[config.mk]
export PLATFORM = sky130hd
export DESIGN_NAME = bip_cpu_hs
export DESIGN_NICKNAME = d
export VERILOG_FILES = /design/src/rtl/bip_cpu_hs.sv
export SDC_FILE = /design/constraint.sdc
export NUM_CORES = 1
export LEC_CHECK = 0
export ABC_AREA = 1
export CAP_MARGIN = 10
export CORE_ASPECT_RATIO = 1.1
export CORE_UTILIZATION = 40
export DETAILED_ROUTE_END_ITERATION = 16
export DONT_BUFFER_PORTS = 1
export PLACE_DENSITY_LB_ADDON = 0.1
export RECOVER_POWER = 25
export SETUP_SLACK_MARGIN = 0.2
export SYNTH_ARGS = -nofsm -noshare
export SYNTH_HDL_FRONTEND = slang
export SYNTH_SLANG_ARGS = --single-unit
[constraint.sdc]
create_clock -name i_clock -period 3.1 [get_ports i_clock]
set_input_delay 0.62 -clock i_clock [delete_from_list [all_inputs] [get_ports i_clock]]
set_output_delay 0.62 -clock i_clock [all_outputs]
set_load 0.02 [all_outputs]
[src/rtl/bip_cpu_hs.sv]
// bip_cpu_hs: single-accumulator CPU. It executes one instruction per cycle
// from a program ROM with combinational read. Data-RAM accesses use a req/ack
// handshake that tolerates any number of wait states.
//
// Ports:
//   i_clock, i_reset       clock (rising edge), asynchronous active-low reset
//   i_rom_data             instruction at o_rom_addr, valid in the same cycle
//   i_ram_data, i_ram_ack  RAM read data and completion strobe
//   o_rom_addr             program counter
//   o_ram_addr/o_ram_data  registered RAM address and write data
//   o_ram_wr_enable        1 = write, 0 = read (only meaningful with o_ram_req)
//   o_ram_req              RAM request, held until an ack is sampled
//   o_acc                  accumulator
//   o_program_done         high in HALT
//   o_illegal              one-cycle pulse after an undefined opcode executes
//   o_cycle_count          saturating count of cycles spent outside HALT
//
// Handshake: o_ram_req rises on the edge that leaves EXEC for MEM. From then
// on, o_ram_req, o_ram_addr, o_ram_data and o_ram_wr_enable stay stable until
// i_ram_ack=1 is sampled on a rising edge. That edge completes the transfer.
// An ack on the first MEM edge is legal (zero wait states). An ack seen
// outside MEM is ignored.
module bip_cpu_hs #(
    parameter int NB_INSTRUCTION = 16,
    parameter int NB_OPCODE      = 5,
    parameter int NB_OPERAND     = NB_INSTRUCTION - NB_OPCODE,
    parameter int NB_ADDR        = 11,
    parameter int NB_DATA        = 16,
    parameter int NB_CYCLES      = 32
) (
    input  logic                      i_clock,
    input  logic                      i_reset,
    input  logic [NB_INSTRUCTION-1:0] i_rom_data,
    input  logic [NB_DATA-1:0]        i_ram_data,
    input  logic                      i_ram_ack,
    output logic [NB_ADDR-1:0]        o_rom_addr,
    output logic [NB_ADDR-1:0]        o_ram_addr,
    output logic [NB_DATA-1:0]        o_ram_data,
    output logic                      o_ram_wr_enable,
    output logic                      o_ram_req,
    output logic [NB_DATA-1:0]        o_acc,
    output logic                      o_program_done,
    output logic                      o_illegal,
    output logic [NB_CYCLES-1:0]      o_cycle_count
);

    typedef enum logic [1:0] {
        ST_EXEC = 2'd0,
        ST_MEM  = 2'd1,
        ST_HALT = 2'd2
    } state_t;

    localparam logic [NB_OPCODE-1:0] OP_HLT  = NB_OPCODE'(5'b00000);
    localparam logic [NB_OPCODE-1:0] OP_STO  = NB_OPCODE'(5'b00001);
    localparam logic [NB_OPCODE-1:0] OP_LD   = NB_OPCODE'(5'b00010);
    localparam logic [NB_OPCODE-1:0] OP_LDI  = NB_OPCODE'(5'b00011);
    localparam logic [NB_OPCODE-1:0] OP_ADD  = NB_OPCODE'(5'b00100);
    localparam logic [NB_OPCODE-1:0] OP_ADDI = NB_OPCODE'(5'b00101);
    localparam logic [NB_OPCODE-1:0] OP_SUB  = NB_OPCODE'(5'b00110);
    localparam logic [NB_OPCODE-1:0] OP_SUBI = NB_OPCODE'(5'b00111);
    localparam logic [NB_OPCODE-1:0] OP_AND  = NB_OPCODE'(5'b01000);
    localparam logic [NB_OPCODE-1:0] OP_ANDI = NB_OPCODE'(5'b01001);
    localparam logic [NB_OPCODE-1:0] OP_OR   = NB_OPCODE'(5'b01010);
    localparam logic [NB_OPCODE-1:0] OP_XOR  = NB_OPCODE'(5'b01100);
    localparam logic [NB_OPCODE-1:0] OP_JMP  = NB_OPCODE'(5'b01110);
    localparam logic [NB_OPCODE-1:0] OP_BEQ  = NB_OPCODE'(5'b01111);
    localparam logic [NB_OPCODE-1:0] OP_BNE  = NB_OPCODE'(5'b10000);
    localparam logic [NB_OPCODE-1:0] OP_BLT  = NB_OPCODE'(5'b10001);
    localparam logic [NB_OPCODE-1:0] OP_NOP  = NB_OPCODE'(5'b11111);

    state_t                 state_q, state_d;
    logic [NB_ADDR-1:0]     pc_q, pc_d;
    logic [NB_DATA-1:0]     acc_q, acc_d;
    logic [NB_OPCODE-1:0]   op_q, op_d;
    logic [NB_ADDR-1:0]     ram_addr_q, ram_addr_d;
    logic [NB_DATA-1:0]     ram_data_q, ram_data_d;
    logic                   ram_wr_q, ram_wr_d;
    logic                   ram_req_q, ram_req_d;
    logic                   illegal_q, illegal_d;
    logic [NB_CYCLES-1:0]   cycle_q, cycle_d;

    logic [NB_OPCODE-1:0]   opcode;
    logic [NB_OPERAND-1:0]  operand;
    logic [NB_ADDR-1:0]     k_addr;
    logic [NB_DATA-1:0]     k_sext;
    logic [NB_ADDR-1:0]     pc_inc;

    assign opcode  = i_rom_data[NB_INSTRUCTION-1 -: NB_OPCODE];
    assign operand = i_rom_data[NB_OPERAND-1:0];
    assign k_addr  = operand[NB_ADDR-1:0];
    assign pc_inc  = pc_q + NB_ADDR'(1);

    // The operand is sign-extended to the data width. When the operand is
    // wider than the data path, it is truncated to its LSBs instead.
    if (NB_OPERAND >= NB_DATA) begin : g_sext_trunc
        assign k_sext = operand[NB_DATA-1:0];
    end else begin : g_sext_ext
        assign k_sext = {{(NB_DATA-NB_OPERAND){operand[NB_OPERAND-1]}}, operand};
    end

    always_comb begin
        state_d    = state_q;
        pc_d       = pc_q;
        acc_d      = acc_q;
        op_d       = op_q;
        ram_addr_d = ram_addr_q;
        ram_data_d = ram_data_q;
        ram_wr_d   = ram_wr_q;
        ram_req_d  = ram_req_q;
        illegal_d  = 1'b0;
        cycle_d    = cycle_q;

        // The counter runs in every non-HALT cycle and sticks at all-ones.
        if (state_q != ST_HALT && cycle_q != '1) begin
            cycle_d = cycle_q + NB_CYCLES'(1);
        end

        case (state_q)
            ST_EXEC: begin
                pc_d = pc_inc;
                case (opcode)
                    OP_HLT: begin
                        pc_d    = pc_q;
                        state_d = ST_HALT;
                    end
                    OP_STO: begin
                        pc_d       = pc_q;
                        ram_addr_d = k_addr;
                        ram_data_d = acc_q;
                        ram_wr_d   = 1'b1;
                        ram_req_d  = 1'b1;
                        op_d       = opcode;
                        state_d    = ST_MEM;
                    end
                    OP_LD, OP_ADD, OP_SUB, OP_AND, OP_OR, OP_XOR: begin
                        pc_d       = pc_q;
                        ram_addr_d = k_addr;
                        ram_wr_d   = 1'b0;
                        ram_req_d  = 1'b1;
                        op_d       = opcode;
                        state_d    = ST_MEM;
                    end
                    OP_LDI:  acc_d = k_sext;
                    OP_ADDI: acc_d = acc_q + k_sext;
                    OP_SUBI: acc_d = acc_q - k_sext;
                    OP_ANDI: acc_d = acc_q & k_sext;
                    OP_JMP:  pc_d  = k_addr;
                    OP_BEQ:  if (acc_q == '0) pc_d = k_addr;
                    OP_BNE:  if (acc_q != '0) pc_d = k_addr;
                    OP_BLT:  if (acc_q[NB_DATA-1]) pc_d = k_addr;
                    OP_NOP: ;
                    default: illegal_d = 1'b1;
                endcase
            end
            ST_MEM: begin
                if (i_ram_ack) begin
                    case (op_q)
                        OP_LD:   acc_d = i_ram_data;
                        OP_ADD:  acc_d = acc_q + i_ram_data;
                        OP_SUB:  acc_d = acc_q - i_ram_data;
                        OP_AND:  acc_d = acc_q & i_ram_data;
                        OP_OR:   acc_d = acc_q | i_ram_data;
                        OP_XOR:  acc_d = acc_q ^ i_ram_data;
                        default: ;
                    endcase
                    ram_req_d = 1'b0;
                    pc_d      = pc_inc;
                    state_d   = ST_EXEC;
                end
            end
            default: ;
        endcase
    end

    always_ff @(posedge i_clock or negedge i_reset) begin
        if (!i_reset) begin
            state_q    <= ST_EXEC;
            pc_q       <= '0;
            acc_q      <= '0;
            op_q       <= '0;
            ram_addr_q <= '0;
            ram_data_q <= '0;
            ram_wr_q   <= 1'b0;
            ram_req_q  <= 1'b0;
            illegal_q  <= 1'b0;
            cycle_q    <= '0;
        end else begin
            state_q    <= state_d;
            pc_q       <= pc_d;
            acc_q      <= acc_d;
            op_q       <= op_d;
            ram_addr_q <= ram_addr_d;
            ram_data_q <= ram_data_d;
            ram_wr_q   <= ram_wr_d;
            ram_req_q  <= ram_req_d;
            illegal_q  <= illegal_d;
            cycle_q    <= cycle_d;
        end
    end

    assign o_rom_addr      = pc_q;
    assign o_ram_addr      = ram_addr_q;
    assign o_ram_data      = ram_data_q;
    assign o_ram_wr_enable = ram_wr_q;
    assign o_ram_req       = ram_req_q;
    assign o_acc           = acc_q;
    assign o_program_done  = (state_q == ST_HALT);
    assign o_illegal       = illegal_q;
    assign o_cycle_count   = cycle_q;

endmodule

[After elaboration in Yosys (flattened, before gate mapping)]
Index checks and enable logic that the tools add are counted.
Word-level totals
  output and inout port bits: 90
  input port bits: 35
  register bits after elaboration: 96
  logic and storage cells: 89
Cells by class
  bitwise gates (word level): 4
  eq/ne operators: 32
  reductions and logical operators: 18
  add/subtract/negate cells: 6
  multiplexer cells: 19
Operator list (number)
  16-bit case mux with 6 select lines: 1
  16-bit case mux with 4 select lines: 1
  11-bit case mux with 5 select lines: 1
  5-bit by 4-bit equality test with 1-bit output (second input constant): 9
  11-bit 2-to-1 mux: 4
  16-bit adder: 2
  32-bit by 1-bit adder with 32-bit output (second input constant): 1
  16-bit bitwise AND: 2
  32-bit inequality test (second input constant): 1
  16-bit case mux with 2 select lines: 1
  16-bit subtractor: 2
  5-bit by 3-bit equality test with 1-bit output (second input constant): 6
  11-bit case mux with 2 select lines: 1
  17-bit OR reduction: 1
  16-bit logical NOT: 1
  16-bit 2-to-1 mux: 1
  16-bit OR: 1
  16-bit nonzero test: 1
  16-bit XOR: 1
  5-bit by 2-bit equality test with 1-bit output (second input constant): 3
  5-bit equality test (second input constant): 3
  11-bit by 1-bit adder with 11-bit output (second input constant): 1
  3-bit AND reduction: 3
  2-bit inequality test (second input constant): 4
  other kinds (19): 27

[Longest topological paths before layout]
Gate-level depths: netlist (run 1).
  depth in word-level cells: 4
  gate-level depth with buffers: 24
  gate-level depth less buffers: 24

[Worst setup path before layout (run 1)]
OpenSTA, ideal clock, no wires.
  kind: in2reg
  start: input port i_ram_data[0]
  end: register acc_q[15], in the netlist o_acc[15]
  cell stages on the path: 22
  slack: 229 ps
  arrival time: 2754 ps
  library setup time: 117 ps
  path buffers: 0
  data required time: 2983 ps
  path through: inv_1 > ha_1 > inv_1 > nor2_1 > nand4_1 > nand3b_1 > nand2_1 > xor2_1 > inv_1 > ha_1 > a21oi_1 > nand2_1 > nand2_1 > nand2_1 > a21oi_1 > nand2_1 > nand3_1 > nand2_1 > nand2_1 > nand2_1 > nand2_1 > nand2_1
On the way
  longest elaborated chain between the ends: 4
  elaborated cells between the ends (all ways): 5
  those cells by class: 2 x add/sub; 3 x mux
RTL lines
  from (decl): RTL line 34  | input logic [NB_DATA-1:0] i_ram_data,
  16-bit subtractor / 16-bit adder (equally long branches): RTL line 160, 159
  16-bit case mux with 6 select lines (*): RTL line 157  | case (op_q)
  16-bit 2-to-1 mux (*): RTL line 156  | if (i_ram_ack) begin
  16-bit case mux with 2 select lines (*): RTL line 118  | case (state_q)
  to (signal assigned): RTL line 179  | acc_q <= '0;
  to (signal assigned): RTL line 190  | acc_q <= acc_d;
  to (decl): RTL line 73  | logic [NB_DATA-1:0] acc_q, acc_d;
Every way passes the cells marked *; elsewhere a longest branch is shown, timed or not. The select of a mux whose other input is x is not followed.
A chain may end at the register's enable or synchronous reset.

[Worst setup path after layout (run 1)]
  start: input port i_ram_data[1]
  end: register acc_q[15], in the netlist o_acc[15]
Same word-level chain as after synthesis.

==> flow_metrics.py, run 1 <==
metrics = {
    "pwr": {
        "power_frac_seq_pct": 43.6,
        "internal_power_summed_over_all_cells_w": 0.00206,
        "worst_ir_drop_vdd_mv": 0.251,
        "comb_power_share_pct": 14.1,
        "totalPowerFinal_w": 0.00292,
        "clock_power_share_pct": 42.3,
        "power.net_switching_w": 0.000861,
        "leakagePower_nw": 4.83,
        "netSwitchingFraction_pct": 29.5,
        "power-per-cell-area_nw_per_um2": 304,
    },
    "cells_and_area": {
        "final_nets": 1410,
        "layout.filler_cells": 2131,
        "area.growth.synth_to_final_pct": 14.3,
        "final-instance-count-excl-fill": 1567,
        "design_area_sq_um": 9610,
        "count_of_inserted_antenna_diode_cells": 0,
        "drive_above_1_share_pct": 12.3,
    },
    "clock_tree": {
        "clock_path_buffers": 2,
        "cts.reportedPaths.clkPinSlew_ns": 0.08,
        "cts_tree": "built",
        "clock_tree.htree_level_count": 3,
        "clock_insertion_delay_worst_skew_ns": 0.36,
        "clkSinkCount": 96,
        "clk_root_buffer_cell": "clkbuf_16",
        "number_of_cts_inserted_buffers": 9,
    },
    "die": {
        "die_area_sq_um": 21600,
        "die_height_um": 154,
        "floorplan.rows": 55,
        "dieWidth_um": 140,
        "pin_count": 125,
        "initial_core_util_pct": 40.9,
        "placeable_core_area_sq_um": 20600,
    },
    "placed_design": {
        "postPlaceCellArea_sq_um": 8940,
        "place.port_buffers": 0,
        "place_hpwl_mm": 21.1,
        "globalplace.congestion": 0.903,
        "placed_cells_incl_taps": 1545,
        "dpl_worst_slack_ns": -0.0898,
    },
    "route": {
        "total_wire_length_after_detailed_routing_mm": 26.7,
        "detailedRoute.firstPassIterationCount": 6,
        "vias": 8198,
        "drt_first_iter_violations": 498,
        "route.detailed.drc": 0,
        "detail_route.wl_per_cell_um": 17.1,
        "ant_nets": 0,
        "routed_via_density": 5.23,
    },
    "global_routing": {
        "grt_usage_pct": 25.1,
        "grt_antenna_before_repair": 0,
        "grt_pass1_vias": 7625,
        "grt_remaining_overflow": 0,
        "grt_pass1_wl_mm": 42.0,
        "grt_start_max_net_pins": 97,
    },
    "yosys": {
        "ys_top_cells_by_count": "388 x nand2_1, 155 x inv_1, 112 x nor2_1",
        "synth_sequential_area_ratio_pct": 28.6,
        "top_flip_flop_cell_by_instance_count_after_synthesis": "dfrtp_1",
        "syn_avg_cell_area_sq_um": 6.64,
        "synthDominantAreaCellType": "dfrtp_1",
        "synthArstFlopShare_pct": 100,
        "ys_warn_count": 0,
        "synth_nets": 1370,
        "netlist-cell-type-count": 46,
        "synth_cells": 1266,
        "synth_top_area_share_pct": 28.6,
        "yosys.cell_count.top_type": "nand2_1",
        "ys_top_cells_by_area": "dfrtp_1 29%, nand2_1 17%, ha_1 10%",
        "synth-edff-count": 0,
        "ys_seq_elements": 96,
        "syn_area_sq_um": 8410,
    },
    "timing": {
        "fin_crit_sh_pct": 87.5,
        "rsz0062_at_grt": "yes",
        "period_needed_ns": 2.71,
        "report.final.hold_viol_count": 0,
        "max-slew-margin-rel_pct": -60.4,
        "worst-slew-pin-transition_ns": 2.41,
        "report.final.slew_viol_count": 97,
        "final.setup.worst_slack_ns": 0.386,
        "setup-violations-final": 0,
        "max_freq_mhz": 369,
        "hold_slack_ns": 0.370,
        "largest_clock_skew_in_the_final_design_ns": 0.00916,
    },
    "worst_setup_path": {
        "worst_r2r_start": "op_q[3]",
        "start_kind": "primary input",
        "crit_path_max_fanout": 3,
        "critical_path.n_buffers_inverters": 2,
        "reg2regPathDepth": 19,
        "cp-end-kind": "flip-flop",
        "timing.critical_path.mode_cell": "nand2_1",
        "worst_setup_path_startpoint": "i_ram_data[1]",
        "critical-path-max-stage-delay_ns": 0.35,
        "setup.reg_to_reg.worst_slack_ns": 0.39,
        "worst-endpoint-arrival_ns": 2.98,
        "setup.worst_path.class": "in -> reg",
        "slowest_stage": "ha_1",
        "timing.critical_path.max_delay_family": "simple AND/OR/NAND/NOR gates",
        "rr_endpoint": "o_acc[14]",
        "worstPathRequired_ns": 3.36,
        "critical_path_cell_by_cell": "inv_1 -> ha_2 -> inv_2 -> nor2_4 -> nand4_1 -> nand3b_1 -> nand2_1 -> o21ai_1 -> xor2_1 -> ha_1 -> a21o_1 -> nor2_2 -> nand2_1 -> a21oi_1 -> nand2_1 -> nand3_1 -> nand2_1 -> nand2_1 -> nand2_1 -> nand2_1 -> nand2_1",
    },
    "hold_path": {
        "hold_critical_path_endpoint": "o_ram_addr[3]",
        "hold_path.class": "in -> reg",
        "hold-path-cell-count": 2,
        "hold_path.startpoint": "i_rom_data[3]",
    },
    "outcome": {
        "violated_checks": "max-capacitance violations, max-slew violations",
        "run_status": "finished with violations",
    },
    "job": {
        "cap_viol_max_count": 1,
    },
}
## power by group through the flow
stage	Clock, W	Combinational [W]	Sequential, W
final	0.00124	0.000413	0.00127
after global routing	0.00130	0.000472	0.00127
after CTS	0.00127	0.000389	0.00127
after detailed placement	0	0.000352	0.00130
after global placement	0	0.000349	0.00130
after floorplan	0	0.000260	0.00130
## routing by layer
layer | vias to the layer above | global-route usage (%) | routed length [um] | share of wire (%)
met1 | 3763 | 32.5 | 11800 | 44
met3 | 26 | 5.76 | 1820 | 6.8
li1 | 4189 | - | - | -
met5 | - | 0 | 0 | 0
met4 | 0 | 5.86 | 386 | 1.4
met2 | 220 | 42.1 | 12700 | 48
## cells by family (layout without fill, tap and decap cells)
logic type	Yosys count	count (layout)	synth area share [%]
buf+inv	192	237	9.23
compound gates	200	200	13.1
simple gates	651	651	32.6
fa+ha+maj	69	69	10.4
flops	96	96	28.6
xor+xnor	58	58	6.04
## cell usage in the layout, fill, tap and decap left out, types with 17 or more instances in the layout
cell type / count
inv_1: 147
nand4_1: 23
nand2_1: 373
nor3_1: 29
buf_4: 51
inv_2: 17
o21ai_1: 25
ha_1: 57
nor2_1: 107
a21oi_1: 47
xor2_1: 45
o21ai_0: 75
dfrtp_1: 96
nand3_1: 65
## through the flow
step / TNS [ns] / util [%]
floorplan: 0 / -
global placement: -0.255 / 43.5
detailed placement: -0.330 / 43.5
CTS: 0 / 45.5
global route: 0 / 46.7
finish: 0 / 46.7
## worst max path at each step
stage	to	slack, ns	depth (start not counted)
final	o_acc[15]	0.39	21
after global routing	o_acc[15]	0.14	22
after CTS	o_acc[11]	0.23	22
after detailed placement	o_acc[9]	-0.09	21
after floorplan	o_acc[15]	0.23	22
after global placement	o_acc[9]	-0.10	21
## what timing repair did
item	in CTS	in global routing
endpoints found under the setup margin	8	10
hold buffers	1	0
gates resized for setup	13	72
setup buffers	1	4
pin swaps	1	30
hold endpoints to repair	96	0
## sequential cells by signal (all words and copies together), names as in the netlist
name             count
o_ram_wr_enable      1
o_ram_req            1
o_ram_addr          11
o_illegal            1
state_q              2
o_cycle_count       32
o_rom_addr          11
o_ram_data          16
op_q                 5
o_acc               16
## area by class of cell
cell class | count | area [sq um] | area share [%]
multi-input combinational | 978 | 5520 | 57.5
sequential | 96 | 2400 | 25.0
inverter | 166 | 626 | 6.51
timing repair buffer | 55 | 422 | 4.39
tap | 256 | 320 | 3.33
clock buffer | 9 | 225 | 2.34
clock inverter | 7 | 95.1 | 0.989
No activity file was read; power rests on OpenSTA's default activity.
==> run 2, diff against run 1 <==
--- a/config.mk
+++ b/config.mk
@@ -9,6 +9,7 @@
 export CAP_MARGIN = 10
 export CORE_ASPECT_RATIO = 1.1
 export CORE_UTILIZATION = 40
+export CTS_CLUSTER_SIZE = 24
 export DETAILED_ROUTE_END_ITERATION = 16
 export DONT_BUFFER_PORTS = 1
 export PLACE_DENSITY_LB_ADDON = 0.1
==> results of run 2 <==
The final DEF is identical to that of run 1; final timing and power are the same.
==> run 3, diff against run 2 <==
--- a/config.mk
+++ b/config.mk
@@ -9,7 +9,6 @@
 export CAP_MARGIN = 10
 export CORE_ASPECT_RATIO = 1.1
 export CORE_UTILIZATION = 40
-export CTS_CLUSTER_SIZE = 24
 export DETAILED_ROUTE_END_ITERATION = 16
 export DONT_BUFFER_PORTS = 1
 export PLACE_DENSITY_LB_ADDON = 0.1
==> results of run 3 <==
The final DEF is identical to that of run 1; final timing and power are the same.
